==> config.mk <==
export PLATFORM = sky130hd
export DESIGN_NAME = entropy_collector
export DESIGN_NICKNAME = d
export VERILOG_FILES = /design/src/rtl/entropy_collector.sv
export SDC_FILE = /design/constraint.sdc
export NUM_CORES = 1
export LEC_CHECK = 0
export BUFFER_PORTS_ARGS = -buffer_cell sky130_fd_sc_hd__buf_2
export CORE_AREA = 2 2 127 129
export DETAILED_ROUTE_END_ITERATION = 6
export DIE_AREA = 0 0 129 131
export SLEW_MARGIN = 20
export SYNTH_ARGS = -nofsm -noshare
export SYNTH_HDL_FRONTEND = slang
export SYNTH_SLANG_ARGS = --single-unit
==> constraint.sdc <==
create_clock -name clk -period 4.2 [get_ports clk]
set_clock_uncertainty 0.1 [all_clocks]
set_input_delay 0.42 -clock clk [delete_from_list [all_inputs] [get_ports clk]]
set_output_delay 0.42 -clock clk [all_outputs]
set_load 0.05 [all_outputs]
==> src/rtl/entropy_collector.sv <==
// entropy_collector
// Samples the ring-oscillator p/n vectors through a two-flop synchronizer,
// reduces each sample to a raw bit pair (a = ^p, b = ^n), applies von Neumann
// debiasing and packs the surviving bits MSB-first into 32-bit words. Words
// are offered on a valid/ack interface. A repetition-count test on the raw
// pairs raises a sticky health_fail.
//
// Ports:
//   clk          system clock
//   reset        asynchronous active-high reset
//   enable       collection enable
//   p, n         16-bit oscillator vectors (asynchronous to clk)
//   rnd_data     conditioned random word, stable while rnd_valid=1
//   rnd_valid    rnd_data holds an unconsumed word
//   rnd_ack      consumer takes the word (ignored while rnd_valid=0)
//   health_fail  sticky repetition-count failure
//   bit_cnt      debiased bits currently held in the shift register (0..32)
//
// state       | meaning
// ------------+-----------------------------------------------------------
// ST_IDLE     | not collecting; shift register and bit_cnt held at zero
// ST_COLLECT  | sampling every SAMPLE_DIV cycles, debiased bits shifted in
// ST_WAIT_OUT | shift register full; waiting for room in rnd_data

module entropy_collector #(
   parameter int SAMPLE_DIV = 8,
   parameter int RCT_CUTOFF = 16
) (
   input  logic        clk,
   input  logic        reset,
   input  logic        enable,
   input  logic [15:0] p,
   input  logic [15:0] n,
   output logic [31:0] rnd_data,
   output logic        rnd_valid,
   input  logic        rnd_ack,
   output logic        health_fail,
   output logic [5:0]  bit_cnt
);

   localparam int CNT_W = $clog2(SAMPLE_DIV);
   localparam int RCT_W = $clog2(RCT_CUTOFF + 1);
   localparam logic [CNT_W-1:0] SMP_LAST = CNT_W'(SAMPLE_DIV - 1);
   localparam logic [RCT_W-1:0] RCT_MAX  = RCT_W'(RCT_CUTOFF);

   typedef enum logic [1:0] {
      ST_IDLE     = 2'd0,
      ST_COLLECT  = 2'd1,
      ST_WAIT_OUT = 2'd2
   } state_t;

   state_t           state_q, state_d;
   logic [15:0]      p_s1_q, p_s2_q, n_s1_q, n_s2_q;
   logic [CNT_W-1:0] smp_cnt_q, smp_cnt_d;
   logic [RCT_W-1:0] rct_cnt_q, rct_cnt_d, rct_inc;
   logic [31:0]      shift_q, shift_d;
   logic [5:0]       bit_cnt_q, bit_cnt_d;
   logic [31:0]      rnd_data_q, rnd_data_d;
   logic             rnd_valid_q, rnd_valid_d;
   logic             health_fail_q, health_fail_d;

   logic raw_a, raw_b;
   logic collect_stop, sample, keep, word_full, load, wait_abort;

   // State and datapath registers
   always_ff @(posedge clk or posedge reset) begin
      if (reset) begin
         state_q       <= ST_IDLE;
         p_s1_q        <= '0;
         p_s2_q        <= '0;
         n_s1_q        <= '0;
         n_s2_q        <= '0;
         smp_cnt_q     <= '0;
         rct_cnt_q     <= '0;
         shift_q       <= '0;
         bit_cnt_q     <= '0;
         rnd_data_q    <= '0;
         rnd_valid_q   <= 1'b0;
         health_fail_q <= 1'b0;
      end else begin
         state_q       <= state_d;
         p_s1_q        <= p;
         p_s2_q        <= p_s1_q;
         n_s1_q        <= n;
         n_s2_q        <= n_s1_q;
         smp_cnt_q     <= smp_cnt_d;
         rct_cnt_q     <= rct_cnt_d;
         shift_q       <= shift_d;
         bit_cnt_q     <= bit_cnt_d;
         rnd_data_q    <= rnd_data_d;
         rnd_valid_q   <= rnd_valid_d;
         health_fail_q <= health_fail_d;
      end
   end

   // Next-state logic
   always_comb begin
      state_d = state_q;
      case (state_q)
         ST_IDLE: begin
            if (enable && !health_fail_q) state_d = ST_COLLECT;
         end
         ST_COLLECT: begin
            if (collect_stop)   state_d = ST_IDLE;
            else if (word_full) state_d = ST_WAIT_OUT;
         end
         ST_WAIT_OUT: begin
            if (wait_abort) state_d = ST_IDLE;
            else if (load)  state_d = enable ? ST_COLLECT : ST_IDLE;
         end
         default: state_d = ST_IDLE;
      endcase
   end

   // Sampling, debias, health test and output handshake
   always_comb begin
      raw_a        = ^p_s2_q;
      raw_b        = ^n_s2_q;
      collect_stop = (state_q == ST_COLLECT) && (!enable || health_fail_q);
      sample       = (state_q == ST_COLLECT) && !collect_stop && (smp_cnt_q == SMP_LAST);
      keep         = sample && (raw_a != raw_b);
      word_full    = keep && (bit_cnt_q == 6'd31);
      wait_abort   = (state_q == ST_WAIT_OUT) && health_fail_q;
      // A load may replace a word being acked in the same cycle.
      load         = (state_q == ST_WAIT_OUT) && !health_fail_q && (!rnd_valid_q || rnd_ack);

      smp_cnt_d = '0;
      if ((state_q == ST_COLLECT) && !collect_stop && (smp_cnt_q != SMP_LAST)) begin
         smp_cnt_d = smp_cnt_q + 1'b1;
      end

      rct_inc       = (rct_cnt_q == RCT_MAX) ? rct_cnt_q : rct_cnt_q + 1'b1;
      rct_cnt_d     = rct_cnt_q;
      health_fail_d = health_fail_q;
      if (sample) begin
         if (raw_a == raw_b) begin
            rct_cnt_d = rct_inc;
            if (rct_inc == RCT_MAX) health_fail_d = 1'b1;
         end else begin
            rct_cnt_d = '0;
         end
      end

      shift_d   = shift_q;
      bit_cnt_d = bit_cnt_q;
      if ((state_q == ST_IDLE) || collect_stop || load || wait_abort) begin
         shift_d   = '0;
         bit_cnt_d = '0;
      end else if (keep) begin
         shift_d   = {shift_q[30:0], raw_a};
         bit_cnt_d = bit_cnt_q + 6'd1;
      end

      rnd_data_d  = rnd_data_q;
      rnd_valid_d = rnd_valid_q;
      if (rnd_valid_q && rnd_ack) rnd_valid_d = 1'b0;
      if (load) begin
         rnd_data_d  = shift_q;
         rnd_valid_d = 1'b1;
      end
   end

   assign rnd_data    = rnd_data_q;
   assign rnd_valid   = rnd_valid_q;
   assign health_fail = health_fail_q;
   assign bit_cnt     = bit_cnt_q;

endmodule
==> flow_summary.yaml, run 1 <==
run_status:
  status: "complete, no violations"
placed_design:
  port_buffers: 75
  dp_hpwl_mm: 5.991
  gp_congestion: 0.7232
power:
  peakVddDrop_mv: 0.3132
  cellPowerDensity_nw_per_um2: 491.2
  pwr-share-seq_pct: 42.8
  p_sw_uw: 932.6
  p_leak_uw: 0.003246
  pwr-share-clk_pct: 43.8
  power.internal_uw: 2464
  p_comb_share_pct: 13.5
  swShare_pct: 27.46
clocking:
  htreeDepth: 4
  root_buffer: "clkbuf_16"
  cts_tree: "built"
  post-cts-setup-buffers: 0
  cts_inserted_buffers: 17
  clock_latency_ns: 0.42
  clk_path_buf_depth: 2
  path_clk_slew_ns: 0.06
  cts.sinks: 146
die:
  die_y_um: 131
  core_sq_um: 15600
  fp.dieArea_sq_um: 16900
  io_pins: 76
  die_w_um: 129
  num_rows: 46
  start_util_pct: 34.32
worst_setup_path:
  cp_max_fo: 33
  required_ns: 4.42
  ff2ff_path_depth: 7
  end_kind: "flop"
  arrival_ns: 3.07
  path_class: "flop to flop"
  start_kind: "flop"
global_routing:
  grt_max_degree: 82
  antenna_found_initial: 0
  grt_pass1_wl_mm: 16.16
  overflow: 0
  grt_usage_pct: 12.40
  grt_pass1_vias: 3433
worst_hold_path:
  whs_path_depth: 0
  hold_path_class: "flop to flop"
detailed_routing:
  drt.antenna.violating_nets: 0
  post-route-drc-count: 0
  wire_per_inst_um: 12.74
  drtIter0Drc: 221
  wirelength_mm: 9.578
  viasPerCell: 4.515
  vias: 3395
  dr.pass1.iters: 4
sta:
  finalSetupTns_ns: 0
  rsz0062_at_grt: "false"
  slew_violations: 0
  hold_viol_final: 0
  whs_ns: 0.2447
  fin_crit_ns: 2.844
  fmax_mhz: 351.7
  maxSlewHeadroom_pct: 42.28
  final-setup-viol-count: 0
  worst_pin_slew_ns: 0.8629
  period_share_pct: 67.71
finish:
  drive_above_1_share_pct: 27.80
  final_cell_mix: "dfrtp_1, buf_2, nand2_1, nand3_1, o21ai_0"
  antenna_cells: 0
  final_common_cell: "dfrtp_1"
  nNetsFinal: 564
  fill_cells: 1396
  area_delta_synth_final_pct: 29.17
synth:
  seq_area_frac_synth_pct: 68.26
  synthDistinctLibCells: 37
  syn_area_sq_um: 5353
  synth-warning-count: 0
  syn_area_per_cell_sq_um: 13.06
  synth-seq-cells: 146
  syn_inst: 410
  syn_nets: 451
run:
  max_cap_violations: 0
kinds of logic (layout without fill, tap and decap cells):
group / count (synthesis) / in the layout / synth area share (%)
mux: 34 / 34 / 7.106
flops: 146 / 146 / 68.26
xor+xnor: 34 / 34 / 5.563
buf+inv: 22 / 148 / 1.847
compound gates: 54 / 54 / 5.704
fa+ha+maj: 5 / 5 / 1.169
simple gates: 115 / 115 / 10.36
worst max-delay path, cell delays in order (launching register included):
cell	delay [ns]
dfrtp_1	0.37
xor2_1	0.17
xnor2_1	0.21
xnor2_1	0.12
xnor2_1	0.47
xor2_1	0.74
nor2_4	0.29
o21ai_0	0.27
stage by stage:
step           total power (uW)  area [sq um]  utilization, %  std cells  setup WS [ns]
2_1_floorplan              1834          5356               -        410          1.847
3_3_place_gp               1898          5981           38.34        687          1.105
3_5_place_dp               1912          5983           38.36        687         0.9416
4_1_cts                    3441          6909           44.30        752         0.9195
5_1_grt                    3557          6914           44.33        752          1.061
6_report                   3396          6914           44.33        752          1.356
state kept, by name, indices dropped and copies added (netlist names), 2 cells and up:
name	cells
rct_cnt_q	5
state_q	2
p_s2_q	16
p_s1_q	16
shift_q	32
smp_cnt_q	3
n_s2_q	16
bit_cnt	6
n_s1_q	16
rnd_data	32
final cells by class:
class / count / area, sq um / share of cell area [%]
Sequential cell: 146 / 3654 / 52.84
Multi-Input combinational cell: 242 / 1628 / 23.54
Inverter: 4 / 18.77 / 0.2714
Clock buffer: 19 / 442.9 / 6.406
Tap cell: 216 / 270.3 / 3.909
Timing Repair Buffer: 112 / 748.2 / 10.82
Clock inverter: 13 / 152.6 / 2.208
repair_timing:
item / CTS / global route
endpoints found under the setup margin: 0 / 0
resized for setup: 0 / 0
hold buffers: 33 / 0
hold endpoints to repair: 37 / 0
power groups by stage:
stage	sequential (uW)	combinational, uW	clock (uW)
6_report	1450	457	1490
5_1_grt	1460	509	1590
4_1_cts	1450	460	1530
3_5_place_dp	1480	433	0
3_3_place_gp	1480	420	0
2_1_floorplan	1480	358	0
layer usage:
metal  track usage, %  up-vias  share of wire [%]
met5                0        -                  0
met4            5.435        0                1.3
met3            4.357       13                6.0
met2            20.67      107                 49
met1            14.60     1641                 44
li1                 -     1634                  -
path summary, 6_finish.rpt:
kind                                     start                  endpoint  slack, ns
min in group asynchronous                reset  rnd_data[10]$_DFFE_PP0P_       0.36
hold reg to reg            p_s1_q[5]$_DFF_PP0_       p_s2_q[5]$_DFF_PP0_       0.24
setup / recovery           p_s2_q[3]$_DFF_PP0_   shift_q[19]$_DFFE_PP0P_       1.36
setup reg to reg           p_s2_q[3]$_DFF_PP0_   shift_q[19]$_DFFE_PP0P_       1.36
max in group asynchronous                reset      n_s2_q[14]$_DFF_PP0_       2.76
hold / removal             p_s1_q[5]$_DFF_PP0_       p_s2_q[5]$_DFF_PP0_       0.24
Yosys cell counts:
| library cell | n | share of area [%] |
|---|---|---|
| and2_1 | 3 | 0.35 |
| and4_1 | 1 | 0.16 |
| and3_1 | 3 | 0.35 |
| dfrtp_1 | 146 | 68 |
| nor4b_1 | 1 | 0.16 |
| buf_6 | 1 | 0.21 |
| o211ai_1 | 2 | 0.28 |
| buf_4 | 1 | 0.14 |
| nand4b_1 | 2 | 0.33 |
| o22ai_1 | 1 | 0.12 |
| clkbuf_1 | 10 | 0.70 |
| ha_1 | 5 | 1.2 |
| nand2_1 | 43 | 3.0 |
| or4b_2 | 1 | 0.19 |
| o31ai_1 | 1 | 0.14 |
| mux2_2 | 32 | 6.7 |
| xnor2_1 | 29 | 4.7 |
| nand3b_1 | 1 | 0.14 |
| a41o_1 | 1 | 0.19 |
| o2bb2ai_1 | 2 | 0.33 |
| nor3_1 | 2 | 0.19 |
| a22o_1 | 2 | 0.33 |
| nand2b_1 | 3 | 0.35 |
| clkbuf_2 | 3 | 0.28 |
| a21oi_1 | 4 | 0.37 |
| nor2_1 | 7 | 0.49 |
| inv_1 | 4 | 0.28 |
| mux2i_1 | 2 | 0.37 |
| buf_1 | 2 | 0.14 |
| buf_2 | 1 | 0.093 |
| nand3_1 | 42 | 3.9 |
| or3_1 | 2 | 0.23 |
| o32ai_1 | 1 | 0.16 |
| nor2b_1 | 4 | 0.47 |
| o21ai_0 | 39 | 3.6 |
| xor2_1 | 5 | 0.82 |
| o21a_1 | 1 | 0.14 |
Note: power is estimated with default switching activity, not from simulation.
==> inputs of run 2 (changes only) <==
Clock period 4.2 ns to 2.5 ns, I/O delays scaled along.
==> run 2 against run 1 <==
Net effect:
- power is 68% higher
- count of clock-buffer cells in the layout down 1
- sequential share of layout area fell by 0.10 points
- die area unchanged
- flip-flop and latch count did not move
- wire length up 2.9%
- first-iteration DRC count down 39%
- core utilization rose by 0.088 points
- clock power up 56%
==> flow_summary.yaml, run 2 (synthesized netlist as in run 1, its figures left out) <==
detailed_routing:
  wirelength_mm: 9.859
  post-route-drc-count: 0
  drt.antenna.violating_nets: 0
  vias: 3429
  drtIter0Drc: 135
  wire_per_inst_um: 13.01
  dr.pass1.iters: 4
  viasPerCell: 4.524
finish:
  regArea_sq_um: 3654
  final_common_cell: "dfrtp_1"
  nNetsFinal: 570
  fill_cells: 1415
  drive_above_1_share_pct: 28.41
  area_delta_synth_final_pct: 29.43
  final_cell_mix: "dfrtp_1, buf_2, nand2_1, nand3_1, o21ai_0"
  antenna_cells: 0
  instances_no_fill: 758
  multi_input_area_sq_um: 1632
sta:
  finalSetupTns_ns: 0
  period_share_pct: 87.04
  slew_violations: 0
  hold_viol_final: 0
  rsz0062_at_grt: "false"
  maxSlewHeadroom_pct: 46.06
  whs_ns: 0.09931
  fin_crit_ns: 2.176
  worst_pin_slew_ns: 0.8091
  final-setup-viol-count: 0
  fmax_mhz: 459.6
placed_design:
  dp_hpwl_mm: 6.018
  dp.cells: 693
  gp_congestion: 0.7549
  port_buffers: 75
power:
  pwr-share-seq_pct: 42.8
  p_sw_uw: 1649
  cellPowerDensity_nw_per_um2: 823.2
  total_power_uw: 5703
  p_leak_uw: 0.003257
  p_comb_share_pct: 16.4
  pwr-share-clk_pct: 40.8
  swShare_pct: 28.91
  peakVddDrop_mv: 0.5694
  power.internal_uw: 4054
clocking:
  htreeDepth: 4
  root_buffer: "clkbuf_16"
  cts_inserted_buffers: 17
  path_clk_slew_ns: 0.07
  clk_path_buf_depth: 2
  post-cts-setup-buffers: 0
  cts_tree: "built"
  clock_latency_ns: 0.42
  cts.sinks: 146
global_routing:
  grt_pass1_vias: 3368
  grt_max_degree: 147
  grt_pass1_wl_mm: 16.59
  overflow: 0
  grt_usage_pct: 12.79
  antenna_found_initial: 0
worst_hold_path:
  hold_path_class: "input pin to flop"
  holdCritStartpoint: "rnd_ack"
  whs_path_depth: 3
worst_setup_path:
  cp_top_family: "XOR/XNOR gates"
  crit_cells: 9
  path_cells: "xor2_1 -> xnor2_1 -> xnor2_1 -> xnor2_1 -> buf_4 -> xnor2_4 -> buf_4 -> nand3_1 -> o21ai_0"
  crit_top_cell: "xnor2_1"
  reg2reg_from: "p_s2_q[3]$_DFF_PP0_"
  cp_max_fo: 17
  crit_buf_inv: 2
  startpoint: "p_s2_q[3]$_DFF_PP0_"
  ff2ff_path_depth: 9
  start_kind: "flop"
  arrival_ns: 2.40
  end_kind: "flop"
  required_ns: 2.72
  path_class: "flop to flop"
  critPathMaxStageDelay_ns: 0.37
  slowest_stage: "dfrtp_1"
run:
  max_cap_violations: 0
die:
  core_sq_um: 15600
  io_pins: 76
  num_rows: 46
  fp.dieArea_sq_um: 16900
  start_util_pct: 34.32
  die_y_um: 131
  die_w_um: 129
run_status:
  status: "complete, no violations"
==> run 2: cell types whose count changed in the layout (fill, tap and decap cells not counted), moves of 2 or more <==
cell / before / now
buf_4: 3 / 8
clkinv_4: 5 / 1
inv_6: 3 / 6
inv_8: 0 / 2
bufinv_16: 2 / 0
==> run 2: layout make-up <==
cell class	instances	area share, %
sequential	146	52.74
clock inverter	14	1.716
multi-input combinational	242	23.55
timing repair buffer	118	11.63
tap	216	3.901
clock buffer	18	6.195
inverter	4	0.2709
==> run 2: final timing paths <==
| check | to | slack, ns |
|---|---|---|
| max | shift_q[19]$_DFFE_PP0P_ | 0.32 |
| min | rnd_valid$_DFFE_PP0P_ | 0.1 |
| max reg2reg | shift_q[19]$_DFFE_PP0P_ | 0.32 |
| min reg2reg | p_s2_q[4]$_DFF_PP0_ | 0.25 |
| max in group asynchronous | rnd_data[11]$_DFFE_PP0P_ | 1.22 |
| min in group asynchronous | p_s1_q[0]$_DFF_PP0_ | 0.44 |
==> run 2: power groups by stage <==
stage | clock, uW | combinational (uW) | sequential, uW
floorplan | 0 | 601 | 2480
global placement | 0 | 830 | 2480
detailed placement | 0 | 852 | 2490
CTS | 2400 | 892 | 2440
global route | 2530 | 1010 | 2450
finish | 2330 | 934 | 2440
==> run 2: metrics by stage <==
stage                     area (sq um)  setup slack [ns]  utilization [%]
after floorplan                   5356            0.3170                -
after global placement            6038            0.2520            38.71
after detailed placement          6038            0.1482            38.71
after CTS                         6917            0.1253            44.34
after global routing              6928            0.1005            44.42
final                             6928            0.3241            44.42
==> run 2: repair_timing <==
item,in CTS,in global routing
resized for setup,0,1
hold buffers,33,0
setup endpoints to repair,0,2
endpoints found under the hold margin,40,0
==> run 2: worst reg2reg max path, stage by stage, from the launching register on <==
cell and delay, ns:
dfrtp_1 0.37, xor2_1 0.16, xnor2_1 0.19, xnor2_1 0.17
xnor2_1 0.14, buf_4 0.18, xnor2_4 0.30, buf_4 0.28
nand3_1 0.10, o21ai_0 0.11
==> run 2: metal layers <==
metal	up-vias	share of wire (%)	track usage, %
li1	1644	-	-
met1	1695	46	16.06
met2	81	47	20.11
met5	-	0	0
met3	9	6.1	5.456
met4	0	0.88	4.156
